<file path="src/rtl/snowbro2_cen_ctrl.sv">
// Fractional N/M clock-enable scheduler on CLK96 with power-of-two sub-enables, handshaked
// ratio reconfiguration and pause/ack. Define CEN_CATCHUP_EN to repay ticks missed while paused.
module snowbro2_cen_ctrl #(
    parameter int W     = 8,
    parameter int DEF_N = 8,
    parameter int DEF_M = 189
) (
    input  logic         CLK96,
    input  logic         RESET,
    input  logic         cfg_valid,
    input  logic [W-1:0] cfg_n,
    input  logic [W-1:0] cfg_m,
    output logic         cfg_ready,
    output logic         cfg_err,
    input  logic         pause_req,
    output logic         pause_ack,
    output logic         cen,
    output logic         cenb,
    output logic [2:0]   cen_div,
    output logic [3:0]   debt
);

`ifdef CEN_CATCHUP_EN
    localparam bit CATCHUP = 1'b1;
`else
    localparam bit CATCHUP = 1'b0;
`endif

    typedef enum logic [1:0] {RUN, DRAIN, PAUSED} state_t;

    state_t       state;
    logic [W:0]   acc;
    logic [W-1:0] n, m;
    logic [W-1:0] pend_n, pend_m;
    logic [2:0]   cnt;

    logic [W:0] sum, m_ext, m_half;
    logic       fire, paused, half_cross, extra, emit, apply, accept, legal;

    // acc < m and n <= m, so the W+1-bit sum never overflows.
    assign sum        = acc + {1'b0, n};
    assign m_ext      = {1'b0, m};
    assign m_half     = m_ext >> 1;
    assign fire       = (sum >= m_ext);
    assign paused     = (state == PAUSED);
    assign half_cross = (acc < m_half) && (sum >= m_half) && !fire;
    assign extra      = CATCHUP && (state == RUN) && (debt != 4'd0) && !fire && !cen;
    assign emit       = (fire && !paused) || extra;
    // A pending ratio waits for a natural cen boundary, or lands at once while stopped.
    assign apply      = !cfg_ready && (fire || paused);
    assign accept     = cfg_valid && cfg_ready;
    assign legal      = (cfg_n != '0) && (cfg_n <= cfg_m);

    // NOTE: every register here is updated with <= so all next-state terms read the
    // pre-edge values; a blocking = would let later statements see half-updated state.
    always_ff @(posedge CLK96) begin
        if (RESET) begin
            state     <= RUN;
            acc       <= '0;
            n         <= W'(DEF_N);
            m         <= W'(DEF_M);
            pend_n    <= '0;
            pend_m    <= '0;
            cnt       <= '0;
            debt      <= '0;
            cfg_ready <= 1'b1;
            cfg_err   <= 1'b0;
            pause_ack <= 1'b0;
            cen       <= 1'b0;
            cenb      <= 1'b0;
            cen_div   <= '0;
        end else begin
            cen     <= emit;
            cenb    <= half_cross && !paused && !extra;
            cen_div <= emit ? {&cnt, &cnt[1:0], cnt[0]} : 3'b000;
            if (emit)
                cnt <= cnt + 3'd1;

            cfg_err <= accept && !legal;

            if (apply) begin
                n         <= pend_n;
                m         <= pend_m;
                acc       <= '0;
                cfg_ready <= 1'b1;
            end else if (!paused || CATCHUP) begin
                acc <= fire ? sum - m_ext : sum;
            end

            if (accept && legal) begin
                pend_n    <= cfg_n;
                pend_m    <= cfg_m;
                cfg_ready <= 1'b0;
            end

            if (apply)
                debt <= '0;
            else if (extra)
                debt <= debt - 4'd1;
            else if (CATCHUP && paused && fire && debt != 4'hF)
                debt <= debt + 4'd1;

            pause_ack <= paused && pause_req;

            case (state)
                RUN:     if (pause_req) state <= DRAIN;
                DRAIN: begin
                    if (!pause_req)
                        state <= RUN;
                    else if (fire)
                        state <= PAUSED;
                end
                PAUSED:  if (!pause_req) state <= RUN;
                default: state <= RUN;
            endcase
        end
    end

endmodule
</file>
<file path="config.mk">
export PLATFORM = sky130hd
export DESIGN_NAME = snowbro2_cen_ctrl
export DESIGN_NICKNAME = d
export VERILOG_FILES = /design/src/rtl/snowbro2_cen_ctrl.sv
export SDC_FILE = /design/constraint.sdc
export NUM_CORES = 1
export LEC_CHECK = 0
export BUFFER_PORTS_ARGS = -buffer_cell sky130_fd_sc_hd__buf_4
export CAP_MARGIN = 0
export CORE_UTILIZATION = 50
export CTS_CLUSTER_DIAMETER = 40
export DETAILED_ROUTE_END_ITERATION = 8
export GPL_TIMING_DRIVEN = 0
export PLACE_DENSITY_LB_ADDON = 0.2
export SLEW_MARGIN = 20
export SYNTH_ARGS = -nofsm -noshare
export SYNTH_HDL_FRONTEND = slang
export SYNTH_SLANG_ARGS = --single-unit
</file>
<file path="constraint.sdc">
create_clock -name CLK96 -period 5 [get_ports CLK96]
set_input_delay 0.5 -clock CLK96 [delete_from_list [all_inputs] [get_ports CLK96]]
set_output_delay 0.5 -clock CLK96 [all_outputs]
set_load 0.02 [all_outputs]
</file>
---- Word-level counts from Yosys, hierarchy flattened ----
Index checks and enable logic that the tools add are counted.
storage, ports and cells
  memories kept ........................... 0
  output and inout port bits .............. 12
  bits in read-only memories .............. 0
  input bits .............................. 20
  bits in writable memories ............... 0
  bits in latches ......................... 0
  word-level logic and storage cells ...... 57
  register bits after elaboration ......... 54
cells by class
  reduce and logical (&&, ||, !) cells .... 23
  divide/modulo/power cells ............... 0
  $lt $le $gt $ge ......................... 4
  mux-type cells .......................... 8
  shift operators ......................... 0
  $mul .................................... 0
  add/sub/neg operators ................... 3
  bitwise gates (word level) .............. 1
  equal/unequal tests ..................... 5
operator list
  operator               number
  $logic_and A1 B1 Y1    10
  $add A9 B8 Y9          1
  $ge A9 B7 Y1           1
  $ge A9 B8 Y1           1
  $lt A9 B7 Y1           1
  $mux W9                1
  $sub A9 B8 Y9          1
  $le A8 B8 Y1           1
  $mux W2                4
  $reduce_bool A8 Y1     1
  $pmux W2 S3            1
  $reduce_and A3 Y1      2
  $logic_not A1 Y1       4
  $ne A2 B2 Y1 const B   2
  $reduce_or A2 Y1       2
  $add A3 B1 Y3 const B  1
  $ne A3 B3 Y1 const B   1
  $eq A2 B1 Y1 const B   1
  $eq A2 B2 Y1 const B   1
  $logic_not A2 Y1       1
  $mux W1                2
  $reduce_and A2 Y1      1
  $reduce_bool A2 Y1     1
  $logic_or A1 B1 Y1     1
  $not A1 Y1             1

---- Longest topological paths before layout ----
  word-level depth ........................ 6
  depth in mapped cells ................... 14
  mapped depth without buffers ............ 13

---- Worst setup path before layout ----
Ideal clock, no wire load.
  kind .................................... reg2reg
  start point ............................. register acc[0]
  end point ............................... register m[4]
  setup time .............................. 0.120 ns
  slack ................................... 1.544 ns
  data required time ...................... 4.880 ns
  arrival ................................. 3.336 ns
  stages on the path, launching flop included .. 14
  cells stage by stage .................... dfxtp_1 ha_1 fa_1 a211oi_2 o21bai_1 a21oi_1 xnor2_1 ha_1 a211o_1 o221a_2 nor4_4 a21oi_4 buf_6 a211o_1
on the way
  longest elaborated chain between the ends .. 4
ends and longest elaborated chain
  element                 RTL line  text
  start, declared         32        logic [W:0] acc;
  start signal, assigned  87        acc <= fire ? sum - m_ext : sum;
  $add A9 B8 Y9           41        assign sum = acc + {1'b0, n};
  $ge A9 B8 Y1            44        assign fire = (sum >= m_ext);
  $logic_or A1 B1 Y1      50        assign apply = !cfg_ready && (fire || paused);
  $logic_and A1 B1 Y1     50
  end signal, assigned    61        m <= W'(DEF_M);
  end signal, assigned    83        m <= pend_m;
  end, declared           33        logic [W-1:0] n, m;
No other way between the ends.
A chain may end at the register's enable or synchronous reset.

---- Worst setup path after layout ----
  start point ............................. register acc[0]
  end point ............................... register acc[3]
on the way
  longest elaborated chain between the ends .. 5
  elaborated cells between the ends (all ways) .. 7
  classes of those cells .................. add/sub: 2; order compare: 1; mux: 1; reduce/logical: 3
ends and longest elaborated chain
  element                            RTL line
  $add A9 B8 Y9 (*)                  41
  $ge A9 B8 Y1                       44
  $logic_or A1 B1 Y1                 50
  $logic_and A1 B1 Y1                50
  $reduce_or A2 Y1 (no source line)  n/a
Every way passes the cells marked *; elsewhere a longest branch is shown, timed or not.

==> flow_metrics.env <==
export IMPL_grt_max_degree=19
export IMPL_skew_ns=0.0122
export IMPL_ys_async_sr_fraction=0
export IMPL_cts_setup_buffers=0
export IMPL_dr_pass1_iters=4
export IMPL_dp_cells=473
export IMPL_place_congestion=0.808
export IMPL_portBuffers=27
export IMPL_via_per_inst=5.43
export IMPL_path_class="flip-flop to flip-flop"
export IMPL_setup_violations=0
export IMPL_pwr_share_clk=0.349
export IMPL_synth_edf_count=0
export IMPL_drt_iter0_markers=140
export IMPL_ios=32
export IMPL_cp_required_ns=5.18
export IMPL_start_util=0.519
export IMPL_insertion_delay_ns=0.32
export IMPL_overflow=0
export IMPL_ys_flop_type="dfxtp_1"
export IMPL_switchingPower_w=0.000227
export IMPL_postCtsHoldBufs=0
export IMPL_rows=29
export IMPL_numCtsBuffers=5
export IMPL_fin_crit_sh=0.775
export IMPL_htree_levels=2
export IMPL_p_leak_nw=1.81
export IMPL_synth_cells=366
export IMPL_nNetsFinal=464
export IMPL_drive_gt1_frac=0.141
export IMPL_clkSinkCount=54
export IMPL_critical_path_max_fanout=10
export IMPL_die_x_microns=83.4
export IMPL_avgRoutedWirePerCell_microns=14.6
export IMPL_min_path_type="input pin to flip-flop"
export IMPL_antenna_found_initial=0
export IMPL_switching_share=0.259
export IMPL_power_density_nw_per_um2=235
export IMPL_drc=0
export IMPL_grt_pass1_vias=2467
export IMPL_core_area_sq_um=6390
export IMPL_syn_avg_cell_area_sq_um=9.05
export IMPL_grt_pass1_wl_mm=11.8
export IMPL_clk_path_buf_depth=2
export IMPL_hpwl_mm=5.64
export IMPL_diodes=0
export IMPL_comb_power_share=0.136
export IMPL_areaGrowthSynthToFinish_pct=12.9
export IMPL_ys_warn_count=0
export IMPL_slew_headroom=0.594
export IMPL_grt_use_total=0.212
export IMPL_synth_seq_cells=54
export IMPL_fin_crit_ns=3.88
export IMPL_cap_viol_max_count=0
export IMPL_finalMaxSlewViolations=0
export IMPL_ant_nets=0
export IMPL_rsz0062_at_grt="false"
export IMPL_cts_tree="done"
export IMPL_totalWireLength_mm=7.02
export IMPL_routed_via_count=2611
export IMPL_yosysUniqueCellTypes=56
export IMPL_crit_path_start_kind="flip-flop"
export IMPL_hold_viol=0
export IMPL_dieArea_sq_um=6950
export IMPL_die_y_microns=83.4
export IMPL_ir_drop_uv=202
export IMPL_max_freq_mhz=258
export IMPL_seqPwrFrac=0.515
export IMPL_outcome="complete, no violations"
export IMPL_clk_pin_slew_worst_paths_ns=0.11
export IMPL_setup_worst_path_end_class="flip-flop"
export IMPL_cts_resized=0
export IMPL_critPathArrivalTime_ns=4.06
export IMPL_yosysSeqAreaShare=0.326
export IMPL_p_int_w=0.000650
export IMPL_fin_setup_tns_ns=0
export IMPL_instances_no_fill=481
export IMPL_worst_slew_pin_slew_ns=0.609
export IMPL_nFillCells=582
export IMPL_clock_root_buffer="clkbuf_8"
export IMPL_synthesis_area_sq_um=3310
==> critical path, cell delays in order, from the launching register on <==
cell	delay [ns]
dfxtp_1	0.34
ha_1	0.22
fa_1	0.45
a211oi_2	0.28
o21bai_1	0.11
a21oi_1	0.17
xnor2_1	0.19
ha_1	0.36
a211o_1	0.29
o221a_2	0.27
nor4_4	0.34
buf_4	0.25
nor2_1	0.07
a211oi_1	0.32
nor4_2	0.08
==> power by group through the flow <==
stage               Sequential [W]  Combinational, W  Clock (W)
floorplan                 0.000460         0.0000824          0
global placement          0.000461          0.000116          0
detailed placement        0.000461          0.000119          0
CTS                       0.000451          0.000120   0.000311
global route              0.000454          0.000133   0.000326
finish                    0.000451          0.000119   0.000306
==> synth_stat cells (4+ instances only) <==
master	count	area share
mux2i_1	27	0.082
nand2_1	18	0.020
a21oi_1	19	0.029
o21ai_0	9	0.014
nand3_1	5	0.0076
inv_1	22	0.025
xor2_1	4	0.011
ha_1	39	0.15
o21bai_1	4	0.0091
nand2b_1	7	0.013
nor2b_1	4	0.0076
dfxtp_1	54	0.33
a21o_1	9	0.020
nor2_1	53	0.060
xnor2_1	7	0.019
nor3_1	9	0.014
a211o_1	7	0.019
buf_4	7	0.016
clkbuf_1	9	0.010
==> cells by family (layout without fill, tap and decap cells) <==
kind of cell	after synthesis	count (layout)	share of synthesized area
AO/OA/AOI/OAI	75	75	0.167
buffers and inverters	39	74	0.0544
AND/OR/NAND/NOR	117	117	0.176
XOR/XNOR	11	11	0.0291
flip-flops	54	54	0.326
other	1	4	0.00113
multiplexers	28	28	0.0858
adder cells (fa/ha/maj)	41	41	0.159
==> cell type report <==
type	instances	area, sq um	area share
multi-input cells	276	2060	0.552
flip-flops and latches	54	1080	0.289
repair buffers	27	203	0.0542
plain buffers	17	97.6	0.0261
well taps	77	96.3	0.0258
inverters	22	82.6	0.0221
clock buffers	5	68.8	0.0184
clock inverters	3	47.5	0.0127
==> path summary, 6_finish.rpt <==
check / startpoint / to / slack (ns) / depth (start not counted)
setup / recovery: acc[0] / acc[3] / 1.12 / 14
hold / removal: cfg_m[7] / pend_m[7] / 0.41 / 3
setup reg to reg: acc[0] / acc[3] / 1.12 / 14
hold reg to reg: state[1] / state[0] / 0.46 / 1
==> metrics by stage <==
stage                     total power (W)  setup WS, ns  instance area [sq um]  hold slack [ns]  utilization
after floorplan                  0.000543          1.54                   3320            0.422            -
after global placement           0.000577          1.18                   3620            0.439        0.567
after detailed placement         0.000581          1.18                   3620            0.445        0.567
after CTS                        0.000882          1.15                   3740            0.407        0.585
after global routing             0.000912         0.873                   3740            0.413        0.585
final                            0.000877          1.12                   3740            0.413        0.585
==> flip-flops by register name (all words and copies together), names as in the netlist <==
signal     count
state          2
pause_ack      1
cfg_ready      1
pend_n         8
m              8
cfg_err        1
cen            1
cen_div        3
acc            9
cnt            3
pend_m         8
cenb           1
n              8
==> placed cells by master (no fill, tap or decap), types with 7 or more instances in the layout <==
cell type / n
dfxtp_1: 54
nor2_1: 53
ha_1: 39
buf_4: 34
mux2i_1: 27
inv_1: 22
a21oi_1: 19
nand2_1: 18
a21o_1: 9
o21ai_0: 9
clkbuf_1: 9
nor3_1: 9
xnor2_1: 7
nand2b_1: 7
a211o_1: 7
==> layer usage <==
metal / GRT usage / up-vias / part of all wire
li1: - / 1362 / -
met1: 0.275 / 1196 / 0.49
met2: 0.361 / 45 / 0.47
met3: 0.0268 / 8 / 0.022
met4: 0.0768 / 0 / 0.017
met5: 0 / - / 0
(Power assumes the default switching activity.)
